**src/rtl/dds_pkg.sv**
```systemverilog
// Shared definitions for the DDS synthesis chain and its FCW estimator:
// default phase width, estimator state encoding and divider timing.
package dds_pkg;

  localparam int unsigned DDS_PHASE_W = 24;

  typedef enum logic [1:0] {
    IDLE,
    MEASURE,
    DIVIDE,
    DONE
  } fcw_state_e;

  // Quotient width of 2^(phase_w+avg_log2) / D, which is also the divide cycle count.
  function automatic int unsigned div_cycles(input int unsigned phase_w,
                                             input int unsigned avg_log2);
    return phase_w + avg_log2 + 1;
  endfunction

endpackage

```
**src/rtl/serial_divider.sv**
```systemverilog
// Restoring bit-serial divider: one quotient bit per clock, MSB first.
// done is high during the final step; quotient is complete from the next cycle.
module serial_divider #(
  parameter int unsigned NUM_W = 27,
  parameter int unsigned DEN_W = 24
) (
  input  logic             clk,
  input  logic             reset,
  input  logic             start,
  input  logic [NUM_W-1:0] numerator,
  input  logic [DEN_W-1:0] denominator,
  output logic             done,
  output logic [NUM_W-1:0] quotient
);

  localparam int unsigned IDX_W = (NUM_W > 1) ? $clog2(NUM_W) : 1;

  logic [DEN_W:0]   rem_q;
  logic [DEN_W-1:0] den_q;
  logic [NUM_W-1:0] num_q;
  logic [NUM_W-1:0] quo_q;
  logic [IDX_W-1:0] idx_q;
  logic             active_q;

  logic [DEN_W+1:0] trial;
  logic [DEN_W+1:0] diff;
  logic             fits;
  logic [DEN_W:0]   rem_next;
  logic             unused_trial_msb;

  // The remainder stays below D, so the shifted trial is below 2^(DEN_W+1)
  // and the sign of the difference is a reliable "trial >= D" flag.
  assign trial            = {rem_q, num_q[NUM_W-1]};
  assign diff             = trial - {2'b00, den_q};
  assign fits             = ~diff[DEN_W+1];
  assign rem_next         = fits ? diff[DEN_W:0] : trial[DEN_W:0];
  assign unused_trial_msb = trial[DEN_W+1];

  assign done     = active_q && (idx_q == '0);
  assign quotient = quo_q;

  always_ff @(posedge clk or posedge reset) begin
    if (reset) begin
      rem_q    <= '0;
      den_q    <= '0;
      num_q    <= '0;
      quo_q    <= '0;
      idx_q    <= '0;
      active_q <= 1'b0;
    end else if (start) begin
      rem_q    <= '0;
      den_q    <= denominator;
      num_q    <= numerator;
      quo_q    <= '0;
      idx_q    <= IDX_W'(NUM_W - 1);
      active_q <= 1'b1;
    end else if (active_q) begin
      rem_q <= rem_next;
      quo_q <= {quo_q[NUM_W-2:0], fits};
      num_q <= {num_q[NUM_W-2:0], 1'b0};
      idx_q <= idx_q - 1'b1;
      if (idx_q == '0) active_q <= 1'b0;
    end
  end

endmodule

```
**src/rtl/fcw_estimator.sv**
```systemverilog
// Reciprocal FCW estimator: times 2^AVG_LOG2 periods of sig_in, then FCW = 2^(PHASE_W+AVG_LOG2)/cycles.
// Optional macro FCW_IIR_EN enables first-order smoothing of successive estimates.
module fcw_estimator
  import dds_pkg::*;
#(
  parameter int unsigned PHASE_W     = DDS_PHASE_W,
  parameter int unsigned CNT_W       = 24,
  parameter int unsigned AVG_LOG2    = 2,
  parameter int unsigned SYNC_STAGES = 2
) (
  input  logic               clk,
  input  logic               reset,
  input  logic               sig_in,
  output logic [PHASE_W-1:0] fcw_out,
  output logic               fcw_valid,
  output logic               timeout,
  output logic               busy
);

  localparam int unsigned      NUM_W     = div_cycles(PHASE_W, AVG_LOG2);
  localparam logic [NUM_W-1:0] NUMERATOR = {1'b1, {(NUM_W-1){1'b0}}};
  localparam logic [CNT_W-1:0] CYC_MAX   = '1;
  localparam int unsigned      EDGE_W    = AVG_LOG2 + 1;
  localparam logic [EDGE_W-1:0] EDGE_LAST = EDGE_W'((1 << AVG_LOG2) - 1);

  logic [SYNC_STAGES-1:0] sync_q;
  logic                   prev_q;
  logic                   rise;

  fcw_state_e         state_q;
  logic [CNT_W-1:0]   cyc_cnt_q;
  logic [EDGE_W-1:0]  edge_cnt_q;
  logic [PHASE_W-1:0] fcw_out_q;
  logic               fcw_valid_q;
  logic               timeout_q;

  logic               timeout_hit;
  logic               div_start;
  logic               div_done;
  logic [NUM_W-1:0]   div_quot;
  logic [PHASE_W-1:0] q_sat;
  logic [PHASE_W-1:0] fcw_next;

  // NOTE: sequential state uses non-blocking assignments so every flop samples pre-edge values.
  always_ff @(posedge clk or posedge reset) begin
    if (reset) begin
      sync_q <= '0;
      prev_q <= 1'b0;
    end else begin
      sync_q <= {sync_q[SYNC_STAGES-2:0], sig_in};
      prev_q <= sync_q[SYNC_STAGES-1];
    end
  end

  assign rise = sync_q[SYNC_STAGES-1] & ~prev_q;

  // Timeout takes priority over a coincident rise.
  assign timeout_hit = ((state_q == IDLE) || (state_q == MEASURE)) && (cyc_cnt_q == CYC_MAX);
  assign div_start   = (state_q == MEASURE) && rise && (edge_cnt_q == EDGE_LAST) && !timeout_hit;

  serial_divider #(
    .NUM_W (NUM_W),
    .DEN_W (CNT_W)
  ) u_div (
    .clk         (clk),
    .reset       (reset),
    .start       (div_start),
    .numerator   (NUMERATOR),
    .denominator (cyc_cnt_q + 1'b1),
    .done        (div_done),
    .quotient    (div_quot)
  );

  assign q_sat = (|div_quot[NUM_W-1:PHASE_W]) ? '1 : div_quot[PHASE_W-1:0];

`ifdef FCW_IIR_EN
  logic signed [PHASE_W:0] iir_diff;
  logic signed [PHASE_W:0] iir_step;
  logic                    unused_iir_sign;

  assign iir_diff        = $signed({1'b0, q_sat}) - $signed({1'b0, fcw_out_q});
  assign iir_step        = iir_diff >>> 2;
  assign fcw_next        = fcw_out_q + iir_step[PHASE_W-1:0];
  assign unused_iir_sign = iir_step[PHASE_W];
`else
  assign fcw_next = q_sat;
`endif

  always_ff @(posedge clk or posedge reset) begin
    if (reset) begin
      state_q     <= IDLE;
      cyc_cnt_q   <= '0;
      edge_cnt_q  <= '0;
      fcw_out_q   <= '0;
      fcw_valid_q <= 1'b0;
      timeout_q   <= 1'b0;
    end else begin
      fcw_valid_q <= 1'b0;
      if (timeout_hit) begin
        state_q     <= IDLE;
        cyc_cnt_q   <= '0;
        edge_cnt_q  <= '0;
        fcw_out_q   <= '0;
        timeout_q   <= 1'b1;
        fcw_valid_q <= 1'b1;
      end else begin
        unique case (state_q)
          IDLE: begin
            if (rise) begin
              cyc_cnt_q  <= '0;
              edge_cnt_q <= '0;
              state_q    <= MEASURE;
            end else begin
              cyc_cnt_q <= cyc_cnt_q + 1'b1;
            end
          end
          MEASURE: begin
            if (div_start) begin
              cyc_cnt_q  <= '0;
              edge_cnt_q <= '0;
              state_q    <= DIVIDE;
            end else begin
              cyc_cnt_q <= cyc_cnt_q + 1'b1;
              if (rise) edge_cnt_q <= edge_cnt_q + 1'b1;
            end
          end
          DIVIDE: begin
            if (div_done) state_q <= DONE;
          end
          DONE: begin
            fcw_out_q   <= fcw_next;
            timeout_q   <= 1'b0;
            fcw_valid_q <= 1'b1;
            state_q     <= IDLE;
          end
          default: state_q <= IDLE;
        endcase
      end
    end
  end

  assign fcw_out   = fcw_out_q;
  assign fcw_valid = fcw_valid_q;
  assign timeout   = timeout_q;
  assign busy      = (state_q != IDLE);

endmodule

```
**config.mk**
```make
export PLATFORM = sky130hd
export DESIGN_NAME = fcw_estimator
export DESIGN_NICKNAME = d
export VERILOG_FILES = /design/src/rtl/dds_pkg.sv /design/src/rtl/serial_divider.sv /design/src/rtl/fcw_estimator.sv
export SDC_FILE = /design/constraint.sdc
export NUM_CORES = 1
export LEC_CHECK = 0
export ABC_CLOCK_PERIOD_IN_PS = 9950
export CORE_ASPECT_RATIO = 1.2
export CORE_UTILIZATION = 40
export DETAILED_ROUTE_END_ITERATION = 8
export PLACE_DENSITY = 0.65
export SLEW_MARGIN = 20
export SYNTH_ARGS = -nofsm -noshare
export SYNTH_HDL_FRONTEND = slang
export SYNTH_SLANG_ARGS = --single-unit
```
**constraint.sdc**
```tcl
create_clock -name clk -period 9.95 [get_ports clk]
set_clock_uncertainty 0.2 [all_clocks]
set_input_delay 2.985 -clock clk [delete_from_list [all_inputs] [get_ports clk]]
set_output_delay 2.985 -clock clk [all_outputs]
set_load 0.02 [all_outputs]
```
After elaboration in Yosys (flattened, before gate mapping)
Index checks and enable logic that the tools add are counted.
{"block": "totals", "register_bits": 167, "inputBits": 3, "output_inout_bits": 27}
{"block": "op_classes", "addsub": 4, "eq_ne": 9, "n_mux": 33, "bitwise_logic": 3, "n_reduce_logical": 16}
{"op": "24-bit 2-to-1 mux", "n": 6}
{"op": "27-bit 2-to-1 mux", "n": 4}
{"op": "25-bit 2-to-1 mux", "n": 3}
{"op": "24-bit one-hot mux with 2 select lines", "n": 1}
{"op": "26-bit by 24-bit subtractor with 26-bit output", "n": 1}
{"op": "24-bit by 1-bit adder with 24-bit output, second input constant", "n": 1}
{"op": "24-bit == test, second input constant", "n": 1}
{"op": "3-bit 2-to-1 mux", "n": 4}
{"op": "5-bit 2-to-1 mux", "n": 2}
{"op": "3-bit inequality test, second input constant", "n": 3}
{"op": "2-bit 2-to-1 mux", "n": 4}
{"op": "2-bit one-hot mux with 4 select lines", "n": 1}
{"op": "1-bit 2-to-1 mux", "n": 7}
{"op": "3-bit one-hot mux with 2 select lines", "n": 1}
{"op": "3-bit AND reduction", "n": 2}
{"op": "2-bit nonzero test", "n": 3}
{"op": "1-bit logical AND", "n": 5}
{"op": "5-bit logical NOT", "n": 1}
{"op": "5-bit by 1-bit subtractor with 5-bit output, second input constant", "n": 1}
{"op": "2-bit == test, second input constant", "n": 2}
{"op": "4-bit inequality test, second input constant", "n": 1}
{"op": "3-bit by 1-bit adder with 3-bit output, second input constant", "n": 1}
{"op": "3-bit by 2-bit == test with 1-bit output, second input constant", "n": 1}
{"op": "3-bit nonzero test", "n": 1}
{"op": "other kinds (7)", "n": 8}

Depth between registers and ports, before layout
{"block": "logic_depth", "ltp_word": 8, "depth_mapped": 12}

Hierarchy
Synthesis repeated with hierarchy kept, for this count alone.
{"block": "unflattened", "cells_unflattened": 1037, "area_unflattened_um2": 9631.7}
{"mod": "serial_divider", "n_inst": 1, "cells_each": 637, "area_each_um2": 6102.1, "seq_area_each_um2": 2727.6}
{"mod": "fcw_estimator", "n_inst": 1, "cells_each": 400, "area_each_um2": 3529.6, "seq_area_each_um2": 1451.4}

Worst setup path before layout
Ideal clock, no wire load.
{"block": "synth_timing", "path_type": "register -> output", "from": "register state_q[1]", "to": "output port busy", "arrival_ns": 0.841, "setup_slack_ns": 5.924, "path_stages_with_launch": 4, "path_buffers": 0, "cell_sequence": "dfrtp_1 -> inv_1 -> ha_1 -> inv_1"}
{"block": "synth_via", "elab_chain_len": 1}
{"element": "start: declaration", "line_no": "fcw_estimator.sv:30", "text": "fcw_state_e state_q;"}
{"element": "start signal: assignment", "line_no": "fcw_estimator.sv:91", "text": "state_q <= IDLE;"}
{"element": "start signal: assignment", "line_no": "fcw_estimator.sv:100", "text": "state_q <= IDLE;"}
{"element": "start signal: assignment", "line_no": "fcw_estimator.sv:112", "text": "state_q <= MEASURE;"}
{"element": "2-bit nonzero test", "line_no": "fcw_estimator.sv:145", "text": "assign busy = (state_q != IDLE);"}
{"element": "end: declaration", "line_no": "fcw_estimator.sv:17", "text": "output logic busy"}
No other way between the ends.

Worst setup path in the final report
Same ends and word-level chain as after synthesis.

==> metrics <==
outcome=complete, no violations; startpoint types=flip-flop; ys async rst share=between 90% and 100%; Min Hold Slack=0.148 ns; # setup viols final=0; initial antenna violation count=0; Flop pwr share=26.5%; gpl congestion=0.855; synth-to-layout area growth=14.2%; num ports=30; die area=approximately 20000 um2; GRT Total Usage=between 10% and 20%; maximum buffer depth of the clock tree=2; CTS Hold Bufs=0; most frequent cells in the layout=140 x dfrtp_1, 106 x o21ai_0, 88 x nor2_1, 75 x nand2_1, 58 x a21oi_1; Min Clock Period, post-route=5.09 ns; PD cells=approximately 330 nW/um2; Worst EP required=6.77 ns; Yosys reg bits=around 140; H-tree depth=4; CTS root buf=clkbuf_16; Std-Cell Rows=55; switch share=about two fifths; switching power=1.21 mW; first-pass GRT wire length=around 29 mm; ANT nets after route=0; Clock power frac=a little over a fifth; Main synth FF type=dfrtp_1; ant diodes=0; starting density of the core=approximately 41%; grt total ovfl=0; # Max-Cap Violations=0; slew margin rel.=31.7%; CTS resizes=0; fmax=about 200 MHz; yosys warns=0; vias per cell=roughly 5.4; critical path fanouts, max=5; RSZ-0062 raised after global routing=false; Critical Path End Type=output pin; initial DRC count=about 350; number of synthesized flops with an enable pin=0; Post-DP HPWL=~11 mm; Synthesized Nets=883; core area=between 15000 and 20000 um2; Worst VDD drop=between 0.15 and 0.2 mV; fill cell count=roughly 1800; Gate power share=between 50% and 60%; drt total wl=approximately 17 mm; largest net degree at the start of global routing=between 70 and 80; Die Y=around 160 um; 1st-pass router iterations=4; Mapped Cells=between 800 and 900; Clock Latency Late Sink=between 0.4 and 0.5 ns; # DRC=0; post-CTS setup buffer count=0; Worst EP arrival=roughly 1.9 ns; die width=~130 um; CTS tree=yes; distinct cell type count after synthesis=just under 70; post-DR wirelength/cell=14.8 um; DR vias=6048; internal cell power=roughly 1.7 mW; CTS buffer count=17; Slew Viols, Final=0; leakage power total=roughly 4.0 nW; Core Util, Final=between 40% and 50%; Least-Margin Pin Slew=1.02 ns; post-synthesis sequential area ratio=45.1%; nets@finish=between 800 and 900; period utilization=about half; Hold Violations, Final=0; syn_area_per_cell=between 9 and 10 um2; hold crit path type=reg -> reg; post-synthesis cell area=between 7000 and 8000 um2; Clk pin slew, worst setup/hold paths=0.06 ns; kind of critical path=reg -> out; Sink Count=around 140; PortBufs=29; Total Neg Setup Slack=0 ns; commonest non-fill, non-tap cell in the layout=dfrtp_1; vias in the first global route=5827; layout cell share with drive strength beyond 1=under 10%
sequential cells by signal (all words and copies together), names as in the netlist, 2 cells and up:
name / count
cyc_cnt_q: 24
edge_cnt_q: 3
fcw_out: 24
state_q: 2
sync_q: 2
u_div.den_q: 24
u_div.idx_q: 5
u_div.quotient: 27
u_div.rem_q: 25
layer usage:
metal  routed length, um  GRT usage, %
met1                7990          23.7
met2                8090          28.9
met3                 429          4.02
met4                 178          5.54
met5                   0             0
cell type report:
type	instances	area, um2	area share (%)
Timing Repair Buffer	35	355	3.98
Tap cell	256	320	3.58
Clock buffer	19	453	5.07
Multi-Input combinational cell	619	3960	44.3
Inverter	45	174	1.95
Sequential cell	141	3530	39.5
Clock inverter	13	148	1.65
cells in the mapped netlist (all sizes together) (4+ instances only):
library cell  count  area share [%]
o22ai             4            0.32
nand2            75             3.6
inv              45             2.2
nor3             14             1.0
and2              6            0.48
ha               32             5.1
o21ai           109             7.0
nand4             5            0.48
buf              18             1.2
xnor2            24             2.8
or2               5            0.40
clkbuf           24             1.2
a211oi            8            0.90
nor2             89             4.3
o41ai             5            0.75
a21oi            58             3.7
and3             13             1.0
a21o             13             1.2
mux2              4            0.62
a31oi             4            0.51
or3               5            0.40
dfrtp           141              45
o31ai            11             1.1
nand3            24             1.7
mux2i            43             5.5
xor2             18             2.0
o211ai            4            0.38
o31a              4            0.45
per-stage QoR:
stage / std cells / instance area, um2 / worst slack [ns] / power (mW)
final: 1128 / 8940 / 4.86 / 2.93
after global routing: 1128 / 8940 / 4.74 / 3.14
after CTS: 1127 / 8910 / 4.83 / 2.93
after detailed placement: 1095 / 8310 / 4.73 / 2.28
after global placement: 1095 / 8310 / 4.74 / 2.26
after floorplan: 847 / 7820 / 2.98 / 1.92
logic make-up (layout without fill, tap and decap cells):
logic type / count (synthesis) / after routing / synth area share, %
adders and majority gates: 33 / 33 / 5.37
AOI/OAI and AO/OA: 244 / 244 / 19.0
buffers and inverters: 87 / 112 / 4.54
muxes: 47 / 47 / 6.13
xor gates and xnor gates: 42 / 42 / 4.80
and+or+nand+nor: 253 / 253 / 15.0
DFF: 141 / 141 / 45.1
worst paths after layout:
kind | slack [ns] | end | cells past startpoint | start
worst min register to register | 0.15 | sync_q[1] | 0 | sync_q[0]
max in group asynchronous | 5.33 | u_div.active_q | 3 | reset
worst max-delay path | 4.86 | busy | 4 | state_q[1]
min in group asynchronous | 2.85 | u_div.quotient[23] | 2 | reset
worst min-delay path | 0.15 | sync_q[1] | 0 | sync_q[0]
worst max register to register | 6.31 | u_div.rem_q[5] | 10 | u_div.rem_q[6]
power by group through the flow:
stage	combinational [mW]	clock, mW	sequential [mW]
2_1_floorplan	1.08	0	0.834
3_3_place_gp	1.48	0	0.783
3_5_place_dp	1.50	0	0.786
4_1_cts	1.51	0.650	0.776
5_1_grt	1.67	0.673	0.792
6_report	1.52	0.635	0.777
critical path: stages, from the launching register on:
cell and delay, ns:
dfrtp_1 0.45, inv_1 0.09, ha_1 0.25, inv_1 0.11, clkdlybuf4s50_1 0.60
Note: power is estimated with default switching activity, not from simulation.
